**src/rtl/err_stats_pkg.sv**
```systemverilog
// Shared types and width helpers for the multi-lane error-statistics engine.
package err_stats_pkg;

  typedef enum logic [2:0] {StIdle, StSkip, StAcc, StFlush, StDone} state_e;

  // Datapath stages between sample issue and accumulation.
  localparam int unsigned PIPE_LAT = 3;

  function automatic int unsigned diff_wl(input int unsigned data_wl);
    return data_wl + 1;
  endfunction

  function automatic int unsigned sq_wl(input int unsigned data_wl);
    return 2 * diff_wl(data_wl);
  endfunction

endpackage

```
**src/rtl/err_lane.sv**
```systemverilog
// One lane: difference, square/abs and saturating SSE / running-max accumulation.
module err_lane
  import err_stats_pkg::*;
#(
  parameter int unsigned DATA_WL = 16,
  parameter int unsigned ACC_WL  = 64
) (
  input  logic                      clk,
  input  logic                      rst,
  input  logic                      clear,
  input  logic                      issue,
  input  logic signed [DATA_WL-1:0] data_in,
  input  logic signed [DATA_WL-1:0] data_ref,
  output logic        [ACC_WL-1:0]  sse,
  output logic        [DATA_WL:0]   max_abs,
  output logic                      sat
);

  localparam int unsigned DIFF_WL = diff_wl(DATA_WL);
  localparam int unsigned SQ_WL   = sq_wl(DATA_WL);
  localparam int unsigned SUM_WL  = ((ACC_WL > SQ_WL) ? ACC_WL : SQ_WL) + 1;

  logic signed [DIFF_WL-1:0] diff_d, diff_q;
  logic        [DIFF_WL-1:0] abs_d, abs_q;
  logic        [SQ_WL-1:0]   sq_d, sq_q;
  logic        [SUM_WL-1:0]  sum;
  logic                      v1_q, v2_q, ovf;

  always_comb begin
    diff_d = {data_in[DATA_WL-1], data_in} - {data_ref[DATA_WL-1], data_ref};
    abs_d  = diff_q[DIFF_WL-1] ? $unsigned(-diff_q) : $unsigned(diff_q);
    sq_d   = SQ_WL'(abs_d) * SQ_WL'(abs_d);
    sum    = SUM_WL'(sse) + SUM_WL'(sq_q);
    // Any carry above the accumulator width means the true SSE no longer fits.
    ovf    = |sum[SUM_WL-1:ACC_WL];
  end

  always_ff @(posedge clk or posedge rst) begin
    if (rst) begin
      v1_q    <= 1'b0;
      v2_q    <= 1'b0;
      diff_q  <= '0;
      abs_q   <= '0;
      sq_q    <= '0;
      sse     <= '0;
      max_abs <= '0;
      sat     <= 1'b0;
    end else begin
      v1_q <= issue;
      v2_q <= v1_q;
      if (issue) diff_q <= diff_d;
      if (v1_q) begin
        sq_q  <= sq_d;
        abs_q <= abs_d;
      end
      if (clear) begin
        sse     <= '0;
        max_abs <= '0;
        sat     <= 1'b0;
      end else if (v2_q) begin
        if (ovf) begin
          sse <= '1;
          sat <= 1'b1;
        end else begin
          sse <= sum[ACC_WL-1:0];
        end
        if (abs_q > max_abs) max_abs <= abs_q;
      end
    end
  end

endmodule

```
**src/rtl/err_stats_collector.sv**
```systemverilog
// Multi-lane SSE / max-abs-error collector with start/busy/done handshake and warm-up skip.
module err_stats_collector
  import err_stats_pkg::*;
#(
  parameter int unsigned DATA_WL   = 16,
  parameter int unsigned NUM_LANES = 4,
  parameter int unsigned ACC_WL    = 64,
  parameter int unsigned CNT_WL    = 32
) (
  input  logic                             clk,
  input  logic                             rst,
  input  logic                             start,
  input  logic [CNT_WL-1:0]                n_samples,
  input  logic [CNT_WL-1:0]                skip,
  input  logic                             in_valid,
  input  logic [DATA_WL-1:0]               data_ref,
  input  logic [NUM_LANES*DATA_WL-1:0]     data_in,
  output logic                             busy,
  output logic                             done,
  output logic [NUM_LANES*ACC_WL-1:0]      sse,
  output logic [NUM_LANES*(DATA_WL+1)-1:0] max_abs,
  output logic [NUM_LANES-1:0]             sat
);

  localparam int unsigned DIFF_WL    = diff_wl(DATA_WL);
  localparam logic [1:0]  FLUSH_LAST = 2'(PIPE_LAT - 2);

  state_e            state_d, state_q;
  logic [CNT_WL-1:0] skip_d, skip_q, n_d, n_q, cnt_d, cnt_q;
  logic [1:0]        flush_d, flush_q;
  logic              issue, clear;

  always_ff @(posedge clk or posedge rst) begin
    if (rst) begin
      state_q <= StIdle;
      skip_q  <= '0;
      n_q     <= '0;
      cnt_q   <= '0;
      flush_q <= '0;
    end else begin
      state_q <= state_d;
      skip_q  <= skip_d;
      n_q     <= n_d;
      cnt_q   <= cnt_d;
      flush_q <= flush_d;
    end
  end

  always_comb begin
    state_d = state_q;
    skip_d  = skip_q;
    n_d     = n_q;
    cnt_d   = cnt_q;
    flush_d = flush_q;
    unique case (state_q)
      StIdle: begin
        if (start) begin
          skip_d = skip;
          n_d    = n_samples;
          cnt_d  = '0;
          if (skip != '0)           state_d = StSkip;
          else if (n_samples != '0) state_d = StAcc;
          else                      state_d = StDone;
        end
      end
      StSkip: begin
        if (in_valid) begin
          skip_d = skip_q - CNT_WL'(1);
          if (skip_q == CNT_WL'(1)) state_d = (n_q != '0) ? StAcc : StDone;
        end
      end
      StAcc: begin
        if (in_valid) begin
          cnt_d = cnt_q + CNT_WL'(1);
          if (cnt_d == n_q) begin
            state_d = StFlush;
            flush_d = '0;
          end
        end
      end
      StFlush: begin
        if (flush_q == FLUSH_LAST) state_d = StDone;
        else                       flush_d = flush_q + 2'd1;
      end
      StDone:  state_d = StIdle;
      default: state_d = StIdle;
    endcase
  end

  always_comb begin
    busy  = (state_q == StSkip) || (state_q == StAcc) || (state_q == StFlush);
    done  = (state_q == StDone);
    issue = (state_q == StAcc) && in_valid;
    clear = (state_q == StIdle) && start;
  end

  for (genvar i = 0; i < NUM_LANES; i++) begin : g_lane
    err_lane #(
      .DATA_WL(DATA_WL),
      .ACC_WL (ACC_WL)
    ) u_lane (
      .clk     (clk),
      .rst     (rst),
      .clear   (clear),
      .issue   (issue),
      .data_in (data_in[i*DATA_WL +: DATA_WL]),
      .data_ref(data_ref),
      .sse     (sse[i*ACC_WL +: ACC_WL]),
      .max_abs (max_abs[i*DIFF_WL +: DIFF_WL]),
      .sat     (sat[i])
    );
  end

endmodule

```
**config.mk**
```make
export PLATFORM = sky130hd
export DESIGN_NAME = err_stats_collector
export DESIGN_NICKNAME = d
export VERILOG_FILES = /design/src/rtl/err_stats_pkg.sv /design/src/rtl/err_lane.sv /design/src/rtl/err_stats_collector.sv
export SDC_FILE = /design/constraint.sdc
export NUM_CORES = 2
export LEC_CHECK = 0
export ABC_AREA = 1
export BUFFER_PORTS_ARGS = -buffer_cell sky130_fd_sc_hd__buf_2
export CAP_MARGIN = 20
export CORE_ASPECT_RATIO = 0.6
export CORE_UTILIZATION = 60
export CTS_CLUSTER_SIZE = 24
export DETAILED_ROUTE_END_ITERATION = 6
export GPL_TIMING_DRIVEN = 0
export PLACE_DENSITY = 0.81
export SLEW_MARGIN = 20
export SYNTH_ARGS = -nofsm -noshare
export SYNTH_HDL_FRONTEND = slang
export SYNTH_SLANG_ARGS = --single-unit
```
**constraint.sdc**
```tcl
create_clock -name clk -period 31.3 [get_ports clk]
set_input_delay 4.695 -clock clk [delete_from_list [all_inputs] [get_ports clk]]
set_output_delay 4.695 -clock clk [all_outputs]
set_load 0.02 [all_outputs]
```
==> summary.md <==
| Metric | Value |
|---|---|
| Cell taking the most area after synthesis | `dfrtp_1` |
| Vias/cell | `between 6 and 7` |
| Crit path time final | `10.17 ns` |
| Synth Flop Type | `dfrtp_1` |
| RSZ-0062 raised after global routing | `no` |
| Clk_lat worst skew | `0.74 ns` |
| Count leader, synth | `nand2_1` |
| Max Fanout on Critical Path | `11` |
| Relative slew margins | `between 10% and 20%` |
| Die Y | `approximately 290 um` |
| Number of synthesized flops with an enable pin | `0` |
| Hold Crit Class | `reg2reg` |
| DRT Pass-1 Iters | `7` |
| Syn avg cell area | `about 7.3 sq um` |
| Startpoint types | `flip-flop` |
| Global route total overflow | `0` |
| Final core utilization | `66.3%` |
| # DRC | `0` |
| Total Wirelength | `~320 mm` |
| Initial DRC Count | `about 12k` |
| Max-slew violations | `0` |
| Final antenna-violating net count | `0` |
| Critical Path RT | `31.91 ns` |
| FP Rows | `approximately 100` |
| Share of post-route cells with drive strength above 1 | `under 10%` |
| Area delta synth->final | `9.50%` |
| Total CTS buffers | `76` |
| Avg WL per Cell | `around 24 um` |
| Final nets | `13.3k` |
| Worst setup EP type | `flip-flop` |
| Initial antenna violation count | `10` |
| Final setup violating endpoints | `0` |
| Gr usage total | `approximately 47%` |
| Clk sinks | `695` |
| Slowest cell on crit path | `buf_1` |
| Clock Tree Buf Depth | `3` |
| # hold bufs at CTS | `0` |
| Max incr delay on CP | `0.71 ns` |
| Input/output buffers | `between 400 and 500` |
| Actual slew at the worst max-slew pin | `1.27 ns` |
| Clock Skew | `0.0403 ns` |
| Synth async-reset ratio | `100%` |
| Largest net degree at the start of global routing | `slightly above 100` |
| Filler cell count | `11.9k` |
| Reg clk slew, reported paths | `~0.070 ns` |
| First-pass GRT wire length | `between 400 and 500 mm` |
| Gp weighted congestion | `roughly 1.1` |
| Register area share after synthesis | `between 20% and 30%` |
| Core area | `around 0.13 sq mm` |
| Max Cap Violations | `0` |
| Post-CTS setup buffers | `0` |
| Synth top cells by count | `nand2_1 (2406), inv_1 (2213), nor2_1 (1056)` |
| Mapped Area | `between 0.08 and 0.09 sq mm` |
| Mapped Cells | `~11k` |
| Top cells by area, synth | `dfrtp_1 (21%), fa_1 (19%), nand2_1 (11%)` |
| Maximum clock rate | `~98 MHz` |
| Synthesis-stage register bit count | `about 700` |
| CP arrival | `about 11 ns` |
| Final hold violations | `0` |
| DIE AREA | `between 0.1 and 0.15 sq mm` |
| YS warnings | `0` |
| Outcome | `complete, no violations` |
| Setup CP Type | `reg2reg` |
| Final worst-path cycle share | `roughly 32%` |
| CTS tree | `yes` |
| Distinct cells, synth | `72` |
| Via count | `~82k` |
| # resized after CTS | `0` |
| # H-tree levels | `3` |
| Horiz. Die Dim | `approximately 480 um` |
| Starting Density | `60.5%` |
| IO Pins | `roughly 480` |
| Number of global-route vias before repair | `around 76k` |
| Area fraction of the dominant cell type after synthesis | `a little over a fifth` |
| Root buffer cell | `clkbuf_16` |
| DP HPWL | `roughly 270 mm` |
## path summary, 6_finish.rpt
| kind | slack [ns] | from | end | cells after the start |
|---|---|---|---|---|
| max reg2reg | 21.13 | g_lane[0].u_lane.diff_q[0] | g_lane[0].u_lane.sq_q[25] | 31 |
| max | 21.13 | g_lane[0].u_lane.diff_q[0] | g_lane[0].u_lane.sq_q[25] | 31 |
| min in group asynchronous | 3.96 | rst | n_q[12] | 2 |
| min reg2reg | 0.40 | g_lane[3].u_lane.v1_q | g_lane[2].u_lane.v2_q | 0 |
| min | 0.40 | g_lane[3].u_lane.v1_q | g_lane[2].u_lane.v2_q | 0 |
| max in group asynchronous | 25.52 | rst | g_lane[0].u_lane.sq_q[22] | 5 |
## layout by cell type, fill, tap and decap left out, drive strengths merged, types with 11 or more instances in the layout
cell type | netlist | final
a211oi | 11 | 11
a21boi | 13 | 13
a21o | 37 | 37
a21oi | 526 | 526
a22oi | 15 | 15
a31oi | 86 | 86
and2 | 14 | 14
buf | 64 | 552
clkbuf | 184 | 293
clkinv | 13 | 29
conb | 2 | 48
dfrtp | 695 | 695
fa | 772 | 772
ha | 696 | 696
inv | 2234 | 2238
nand2 | 2428 | 2428
nand3 | 656 | 656
nand3b | 23 | 23
nand4 | 106 | 106
nor2 | 1081 | 1081
nor3 | 150 | 150
nor4 | 50 | 50
o211ai | 64 | 64
o21a | 18 | 18
o21ai | 708 | 708
o21bai | 35 | 35
o22ai | 62 | 62
o31ai | 15 | 15
or2 | 82 | 82
xnor2 | 50 | 50
xor2 | 161 | 161
## per-layer routing
layer,GRT usage [%],vias to the layer above,share of wire (%)
li1,-,36166,-
met1,69.7,38814,42
met2,57.9,5913,36
met3,21.1,646,18
met4,14.9,20,3.7
met5,0.513,-,0.078
## critical path: cells and delay by family (launching register included)
family / cells / cell delay, ns
flip-flops: 1 / 0.60
AO/OA/AOI/OAI: 6 / 1.45
adder cells (fa/ha/maj): 8 / 3.97
buffers and inverters: 9 / 2.03
AND/OR/NAND/NOR: 8 / 1.95
## cell type report
class / count / area (sq um) / share of cell area [%]
multi-input cells: 7947 / 54600 / 61.4
flip-flops and latches: 695 / 17400 / 19.5
inverters: 2247 / 8450 / 9.49
repair buffers: 488 / 2650 / 2.97
well taps: 1802 / 2250 / 2.53
clock buffers: 109 / 2220 / 2.49
plain buffers: 248 / 1070 / 1.20
clock inverters: 30 / 350 / 0.394
diodes: 7 / 17.5 / 0.0197
## flip-flops by register name, summed over array words and instances, names as in the netlist
name / flops
g_lane.u_lane.sse: 256
g_lane.u_lane.sq_q: 132
g_lane.u_lane.diff_q: 68
g_lane.u_lane.max_abs: 68
g_lane.u_lane.abs_q: 64
cnt_q: 32
n_q: 32
skip_q: 32
g_lane.u_lane.sat: 4
state_q: 3
flush_q: 2
g_lane.u_lane.v2_q: 1
g_lane.u_lane.v1_q: 1
## through the flow
stage               TNS, ns  cells  instance area, sq um  hold slack [ns]  worst slack, ns
floorplan                 0  11137                 81500            0.372             7.12
global placement    -810.12  13416                 86100            0.388            -1.39
detailed placement        0  13426                 86400            0.385            21.75
CTS                       0  13565                 89000            0.400            21.70
global route              0  13566                 89000            0.428            20.99
finish                    0  13573                 89000            0.400            21.13
## cell families (layout without fill, tap and decap cells)
| logic type | count (synthesis) | count (layout) | synth area share, % |
|---|---|---|---|
| DFF | 695 | 695 | 21.4 |
| other | 2 | 55 | 0.00924 |
| xor gates and xnor gates | 212 | 212 | 2.42 |
| and+or+nand+nor | 4609 | 4609 | 23.9 |
| adders and majority gates | 1468 | 1468 | 29.7 |
| AOI/OAI and AO/OA | 1610 | 1610 | 10.9 |
| buffers and inverters | 2495 | 3122 | 11.7 |
Power is not shown: default switching activity piles up to over one toggle a cycle in this logic, so the estimate is an artifact.
